`src/rtl/pe_result_drain_fp8.sv`:
```
// Captures one row of BF16 PE results and streams it out as FP8 E4M3 bytes,
// one element per valid/ready beat, with back-to-back row capture on the final accept.
module pe_result_drain_fp8 #(
    parameter int N     = 4,
    parameter int IDX_W = 2
) (
    input  logic             clk,
    input  logic             rst_n,
    input  logic             load,
    input  logic [N*16-1:0]  c_in,
    output logic             busy,
    output logic             out_valid,
    input  logic             out_ready,
    output logic [7:0]       out_data,
    output logic [IDX_W-1:0] out_idx,
    output logic             out_sat,
    output logic             out_last
);

    typedef enum logic {IDLE, DRAIN} state_t;

    state_t            state, state_nxt;
    logic [N*16-1:0]   bank;
    logic              accept, at_last, capture, advance;
    logic [IDX_W-1:0]  idx_nxt;
    logic [15:0]       enc_in;
    logic [8:0]        enc_out;

    // BF16 -> E4M3 with round-to-nearest-even; returns {sat, fp8}.
    // sat flags any finite magnitude above 448, even when it rounds back down to 448.
    function automatic logic [8:0] enc(input logic [15:0] x);
        logic        s;
        logic [7:0]  e8;
        logic [6:0]  m;
        logic [3:0]  ev;
        logic [6:0]  r;
        logic        rup;
        logic [7:0]  sh;
        logic [15:0] ext;
        logic [3:0]  q;
        s   = x[15];
        e8  = x[14:7];
        m   = x[6:0];
        ev  = '0;
        r   = '0;
        rup = 1'b0;
        sh  = '0;
        ext = '0;
        q   = '0;
        if (e8 == 8'h00) begin
            enc = {1'b0, s, 7'h00};
        end else if (e8 == 8'hFF || e8 > 8'd135 || (e8 == 8'd135 && m > 7'h60)) begin
            enc = {1'b1, s, 7'h7E};
        end else if (e8 >= 8'd121) begin
            // Exponent field is e8-120; low nibble arithmetic suffices for 1..15.
            ev  = e8[3:0] - 4'd8;
            rup = m[3] & ((|m[2:0]) | m[4]);
            r   = {ev, m[6:4]} + {6'd0, rup};
            enc = {1'b0, s, r};
        end else begin
            // Subnormal: ext[15:12] is the value in units of 2^-9, ext[11] guard.
            sh  = 8'd121 - e8;
            ext = {1'b1, m, 8'h00} >> sh;
            rup = ext[11] & ((|ext[10:0]) | ext[12]);
            q   = ext[15:12] + {3'd0, rup};
            enc = {1'b0, s, 3'b000, q};
        end
    endfunction

    always_comb begin
        accept  = out_valid & out_ready;
        at_last = (out_idx == IDX_W'(N - 1));
        capture = load & ((state == IDLE) | (accept & at_last));
        advance = accept & ~at_last;
        idx_nxt = out_idx + 1'b1;
        enc_in  = capture ? c_in[15:0] : bank[int'(idx_nxt)*16 +: 16];
        enc_out = enc(enc_in);
    end

    always_ff @(posedge clk) begin
        if (!rst_n) state <= IDLE;
        else        state <= state_nxt;
    end

    always_comb begin
        state_nxt = state;
        unique case (state)
            IDLE:  if (load) state_nxt = DRAIN;
            DRAIN: if (accept && at_last && !load) state_nxt = IDLE;
            default: state_nxt = IDLE;
        endcase
    end

    always_comb begin
        busy      = (state == DRAIN);
        out_valid = (state == DRAIN);
        out_last  = out_valid & at_last;
    end

    always_ff @(posedge clk) begin
        if (capture) bank <= c_in;
    end

    always_ff @(posedge clk) begin
        if (!rst_n) begin
            out_data <= '0;
            out_idx  <= '0;
            out_sat  <= 1'b0;
        end else if (capture) begin
            out_idx  <= '0;
            out_data <= enc_out[7:0];
            out_sat  <= enc_out[8];
        end else if (advance) begin
            out_idx  <= idx_nxt;
            out_data <= enc_out[7:0];
            out_sat  <= enc_out[8];
        end
    end

endmodule
```
`config.mk`:
```
export PLATFORM = sky130hd
export DESIGN_NAME = pe_result_drain_fp8
export DESIGN_NICKNAME = d
export VERILOG_FILES = /design/src/rtl/pe_result_drain_fp8.sv
export SDC_FILE = /design/constraint.sdc
export NUM_CORES = 1
export LEC_CHECK = 0
export ABC_AREA = 1
export CORE_MARGIN = 8
export CORE_UTILIZATION = 45
export CTS_BUF_LIST = sky130_fd_sc_hd__clkbuf_2
export DETAILED_ROUTE_END_ITERATION = 10
export GPL_TIMING_DRIVEN = 0
export PLACE_DENSITY = 0.72
export SYNTH_ARGS = -nofsm -noshare
export SYNTH_HDL_FRONTEND = slang
export SYNTH_SLANG_ARGS = --single-unit
```
`constraint.sdc`:
```
create_clock -name clk -period 6.63 [get_ports clk]
set_input_delay 1.326 -clock clk [delete_from_list [all_inputs] [get_ports clk]]
set_output_delay 1.326 -clock clk [all_outputs]
set_load 0.05 [all_outputs]
```
Yosys cells after proc, flatten, opt, wreduce, memory -nomap -nowiden
Cells that the tools add are included.
{"block": "classes", "add_sub_neg": 5, "order_cmp": 3, "n_eq_ne": 3, "n_shift": 2, "n_mux": 11, "n_bitwise": 13, "n_reduce_logical": 11}
{"cell": "indexed part select 64 x 7 -> 16 bit", "count": 1}
{"cell": "2-to-1 mux 9 bit", "count": 2}
{"cell": "== test 8 bit (second input constant)", "count": 2}
{"cell": "2-to-1 mux 16 bit", "count": 1}
{"cell": "2-to-1 mux 8 bit", "count": 2}
{"cell": "right shift 16 x 8 -> 16 bit", "count": 1}
{"cell": "OR reduction 11 bit", "count": 1}
{"cell": ">= comparator 8 x 7 -> 1 bit (second input constant)", "count": 1}
{"cell": "> comparator 8 bit (second input constant)", "count": 1}
{"cell": "zero test 8 bit", "count": 1}
{"cell": "subtractor 7 x 8 -> 8 bit (first input constant)", "count": 1}
{"cell": "adder 7 x 1 -> 7 bit", "count": 1}
{"cell": "AND 1 bit", "count": 7}
{"cell": "> comparator 7 bit (second input constant)", "count": 1}
{"cell": "2-to-1 mux 7 bit", "count": 1}
{"cell": "adder 4 x 1 -> 4 bit", "count": 1}
{"cell": "2-to-1 mux 1 bit", "count": 4}
{"cell": "subtractor 4 bit (second input constant)", "count": 1}
{"cell": "logical AND 1 bit", "count": 3}
{"cell": "NOT 1 bit", "count": 3}
{"cell": "OR 1 bit", "count": 3}
{"cell": "OR reduction 3 bit", "count": 1}
{"cell": "adder 2 x 1 -> 2 bit (second input constant)", "count": 1}
{"cell": "== test 2 bit (second input constant)", "count": 1}
{"cell": "5 further kinds", "count": 6}
{"block": "word_totals", "reg_bits": 76, "inputBits": 68, "out_inout_bits": 14, "elab_cells": 53}

Logic depth before layout (Yosys ltp)
{"block": "logic_depth", "ltp_word": 16, "ltp_mapped": 26, "depth_no_buf": 25}

Least setup slack after synthesis
OpenSTA, ideal clock, no wires.
{"block": "synth_path", "path_kind": "input to register", "start": "in out_ready", "end": "reg out_data[2]", "setup_time_ns": 0.070, "t_arrival_ns": 4.116, "setup_slack_ns": 2.444, "stages": 24, "path_cell_list": "nand2_1 -> nand2_1 -> nand2_2 -> buf_6 -> inv_2 -> nand2_1 -> nand2_1 -> nand3_1 -> nand2_1 -> nand3_2 -> nor2_4 -> nand3_1 -> nand2_1 -> nand3_1 -> nor2_4 -> nand2_1 -> inv_1 -> ha_1 -> inv_1 -> a21oi_1 -> o21ai_1 -> o211ai_1 -> nand2_1 -> a21oi_1"}
{"block": "synth_via", "elab_chain_cells": 16}
{"item": "from (decl)", "line_no": "13", "rtl": "input logic out_ready,"}
{"item": "AND 1 bit (*)", "line_no": "71", "rtl": "accept = out_valid & out_ready;"}
{"item": "AND 1 bit (*)", "line_no": "73", "rtl": "capture = load & ((state == IDLE) | (accept & at_last));"}
{"item": "OR 1 bit (*)", "line_no": "73"}
{"item": "AND 1 bit (*)", "line_no": "73"}
{"item": "net capture", "line_no": "24", "rtl": "logic accept, at_last, capture, advance;"}
{"item": "2-to-1 mux 16 bit", "line_no": "76", "rtl": "enc_in = capture ? c_in[15:0] : bank[int'(idx_nxt)*16 +: 16];"}
{"item": "subtractor 7 x 8 -> 8 bit", "line_no": "62", "rtl": "sh = 8'd121 - e8;"}
{"item": "right shift 16 x 8 -> 16 bit", "line_no": "63", "rtl": "ext = {1'b1, m, 8'h00} >> sh;"}
{"item": "OR reduction 11 bit", "line_no": "64", "rtl": "rup = ext[11] & ((|ext[10:0]) | ext[12]);"}
{"item": "OR 1 bit", "line_no": "64"}
{"item": "AND 1 bit", "line_no": "64"}
{"item": "adder 4 x 1 -> 4 bit", "line_no": "65", "rtl": "q = ext[15:12] + {3'd0, rup};"}
{"item": "2-to-1 mux 7 bit", "line_no": "54", "rtl": "end else if (e8 >= 8'd121) begin"}
{"item": "2-to-1 mux 9 bit", "line_no": "52", "rtl": "end else if (e8 == 8'hFF || e8 > 8'd135 || (e8 == 8'd135 && m > 7'h60)) begin"}
{"item": "2-to-1 mux 9 bit", "line_no": "50", "rtl": "if (e8 == 8'h00) begin"}
{"item": "2-to-1 mux 8 bit", "line_no": "113", "rtl": "end else if (advance) begin"}
{"item": "2-to-1 mux 8 bit", "line_no": "109", "rtl": "end else if (capture) begin"}
{"item": "to (signal assigned)", "line_no": "111", "rtl": "out_data <= enc_out[7:0];"}
{"item": "to (signal assigned)", "line_no": "115", "rtl": "out_data <= enc_out[7:0];"}
{"item": "to (decl)", "line_no": "14", "rtl": "output logic [7:0] out_data,"}
Mark *: on every way through the listed nets, which the timed path passes. The rest lies on a longest branch. The select of a mux whose other input is x is not followed.
A chain may end at the register's enable or synchronous reset.

Worst setup path after layout
Ends and elaborated chain as after synthesis.

==> flow_summary.json <==
{
  "status": "finished clean",
  "antenna_found_initial": 0,
  "wirelength_microns": 8890,
  "final-max-slew-violation-count": 0,
  "ys_ff_latch": 76,
  "p_per_area_mw_per_mm2": 210,
  "synth_common_cells": "122 x nand2_1, 64 x edfxtp_1, 49 x inv_1",
  "worstRegToRegCells": 24,
  "die_w_microns": 109,
  "postRouteAntennaNets": 0,
  "cp.arrival_ns": 4.71,
  "antenna_cells": 0,
  "peakVddDrop_uv": 114,
  "required_ns": 7.07,
  "rows": 34,
  "hold_viol_final": 0,
  "io_buffers": 81,
  "synth.cell_area_sq_mm": 0.00387,
  "fin_crit_sh_pct": 64.3,
  "drive_gt1_share_pct": 8.75,
  "synth_edf_count": 64,
  "synth-simple-area-share_pct": 25.0,
  "syn2layout_area_growth_pct": 27.4,
  "avgSynthCellArea_sq_um": 8.82,
  "grt_pass1_wl_microns": 14900,
  "r2r-start": "out_idx[0]$_SDFFE_PP0P_",
  "tns_ns": 0,
  "holdPathEnd": "out_data[2]$_SDFFE_PN0P_",
  "wire_per_inst_microns": 13.8,
  "cap_violations": 0,
  "ff2ff_setup_slack_ns": 2.80,
  "finish.utilization_pct": 58.0,
  "hpwl_microns": 6810,
  "worst_pin_slew_ns": 0.529,
  "r2r_end": "out_data[2]$_SDFFE_PN0P_",
  "synth-seq-area-share_pct": 55.9,
  "yosysUniqueCellTypes": 36,
  "skew_ns": 0.0272,
  "fill_cells": 765,
  "cts.sinks": 76,
  "insertion_delay_ns": 0.51,
  "finalSetupViolations": 0,
  "die_h_microns": 109,
  "yosysTopAreaCell": "edfxtp_1",
  "relSlewSlack_pct": 64.7,
  "post-route-drc-count": 0,
  "layout_setup_ws_ns": 2.37,
  "place.gp.congestion": 0.928,
  "synthAdderAreaFrac_pct": 1.62,
  "pin_count": 82,
  "synth_ff_type": "edfxtp_1",
  "core_sq_mm": 0.00851,
  "start_util_pct": 45.5,
  "dr_total_vias": 3202,
  "cts_tree": "built",
  "hold_path_depth": 2,
  "viasPerCell": 4.96,
  "grt_usage_pct": 15.9,
  "synth_compound_area_share_pct": 8.44,
  "synth_top_family_by_area": "simple AND/OR/NAND/NOR gates",
  "hold_class": "reg2reg",
  "drtIter0Drc": 112,
  "syn-num-nets": 512,
  "synth.most_common_cell": "nand2_1",
  "cts_resized": 0,
  "yosysTopAreaCellShare_pct": 49.7,
  "final_cells": 645,
  "grt.overflow.total": 0,
  "finalWorstPathRequiredPeriod_ns": 4.26,
  "fmax_mhz": 235,
  "async_reset_ff_share_pct": 0,
  "synth-xor-area-share_pct": 1.36,
  "crit_fanout": 60,
  "p_leak_nw": 2.05,
  "nets": 605,
  "placed_cells": 628,
  "numCtsBuffers": 9,
  "cts_setup_buffers": 0,
  "criticalPathCategory": "in2reg",
  "die_area_sq_mm": 0.0118,
  "netlist_instances": 439,
  "h-tree-depth": 3,
  "yosys_warnings": 0,
  "drtPass1Iterations": 4,
  "path_clk_slew_ns": 0.18,
  "clk_root_buffer_cell": "clkbuf_2",
  "grt_max_degree": 74,
  "cts.path.max_buffers": 2,
  "min_from": "out_data[2]$_SDFFE_PN0P_",
  "end_kind": "flop",
  "crit_path_start_kind": "input port",
  "place_ws_ns": 1.25,
  "grt_setup_unrepaired": "false",
  "grt_pass1_vias": 3351,
  "synthMuxAreaShare_pct": 0.291,
  "yosys-top-cells-area": "edfxtp_1 50%, nand2_1 12%, dfxtp_1 6.2%, inv_1 4.8%, nand3_1 4.1%",
  "holdBufCountCts": 0
}
[registers in the layout, summed over array words and instances (netlist names)]
signal	count
out_sat	1
out_idx	2
out_data	8
bank	64
busy	1
[critical path, cell delays in order]
cell             delay [ns]
clkdlybuf4s50_1        0.52
nand2_1                0.07
nand2_1                0.09
nand2_2                0.08
buf_6                  0.14
clkinv_2               0.20
buf_16                 0.30
nand2_1                0.08
nand2_1                0.21
nand3_1                0.11
nand2_1                0.08
nand3_2                0.12
nor2_4                 0.15
nand4_1                0.13
nand2_1                0.11
inv_2                  0.04
nor2_4                 0.12
nand2_1                0.09
inv_1                  0.07
ha_1                   0.13
inv_1                  0.05
a21oi_1                0.12
o21ai_1                0.08
o211ai_1               0.08
nand2_1                0.07
a21oi_1                0.11
[layout make-up]
class | count | area [sq um] | area share [%]
plain buffers | 13 | 81.3 | 1.65
clock buffers | 9 | 45.0 | 0.913
clock inverters | 7 | 42.5 | 0.863
inverters | 55 | 208 | 4.21
multi-input cells | 295 | 1420 | 28.8
flip-flops and latches | 76 | 2160 | 43.8
well taps | 108 | 135 | 2.74
repair buffers | 82 | 838 | 17.0
[how the worst max path moves through the flow]
stage / startpoint / end / cells past startpoint
2_1_floorplan: out_ready / out_data[2]$_SDFFE_PN0P_ / 24
3_3_place_gp: out_ready / out_data[2]$_SDFFE_PN0P_ / 25
3_5_place_dp: out_ready / out_data[2]$_SDFFE_PN0P_ / 25
4_1_cts: out_ready / out_data[2]$_SDFFE_PN0P_ / 25
5_1_grt: out_ready / out_data[2]$_SDFFE_PN0P_ / 26
6_report: out_ready / out_data[2]$_SDFFE_PN0P_ / 26
[layout by cell type (no fill, tap or decap), types with 3 or more instances in the layout]
master	n
edfxtp_1	64
o21ai_0	25
clkdlybuf4s50_1	81
xor2_1	6
ha_1	5
inv_1	49
clkbuf_2	9
dfxtp_1	12
nand3_1	32
a21oi_1	13
buf_2	8
o21ai_1	11
nor3_1	6
nand2_1	122
nand2_2	3
or2_1	5
inv_2	4
nand4_1	6
clkinv_2	4
nor2_1	40
[metrics by stage]
step	power [mW]	hold WS, ns	instance area (sq um)
after floorplan	0.738	0.637	3870
after CTS	1.04	0.482	4900
after global routing	1.09	0.502	4930
after detailed placement	0.834	0.459	4820
after global placement	0.828	0.459	4820
final	1.04	0.481	4930
[cell families (layout without fill, tap and decap cells)]
logic type                 after synthesis  after routing
and+or+nand+nor                        223            223
xor gates and xnor gates                 6              6
muxes                                    1              1
AOI/OAI and AO/OA                       60             60
DFF                                     76             76
buffers and inverters                   68            166
adders and majority gates                5              5
[where the power goes]
| group | switching (mW) | internal [mW] | total (mW) |
|---|---|---|---|
| Combinational | 0.159 | 0.105 | 0.264 |
| Clock | 0.165 | 0.0472 | 0.212 |
| Sequential | 0.00996 | 0.551 | 0.561 |
[layer usage]
metal	GRT usage [%]	wire length, microns	up-vias	part of all wire, %
met5	0	0	-	0
met4	6.55	163	0	1.8
met3	4.61	509	14	5.7
met2	27.9	4490	91	50
met1	17.7	3730	1457	42
li1	-	-	1640	-
(Power assumes the default switching activity.)
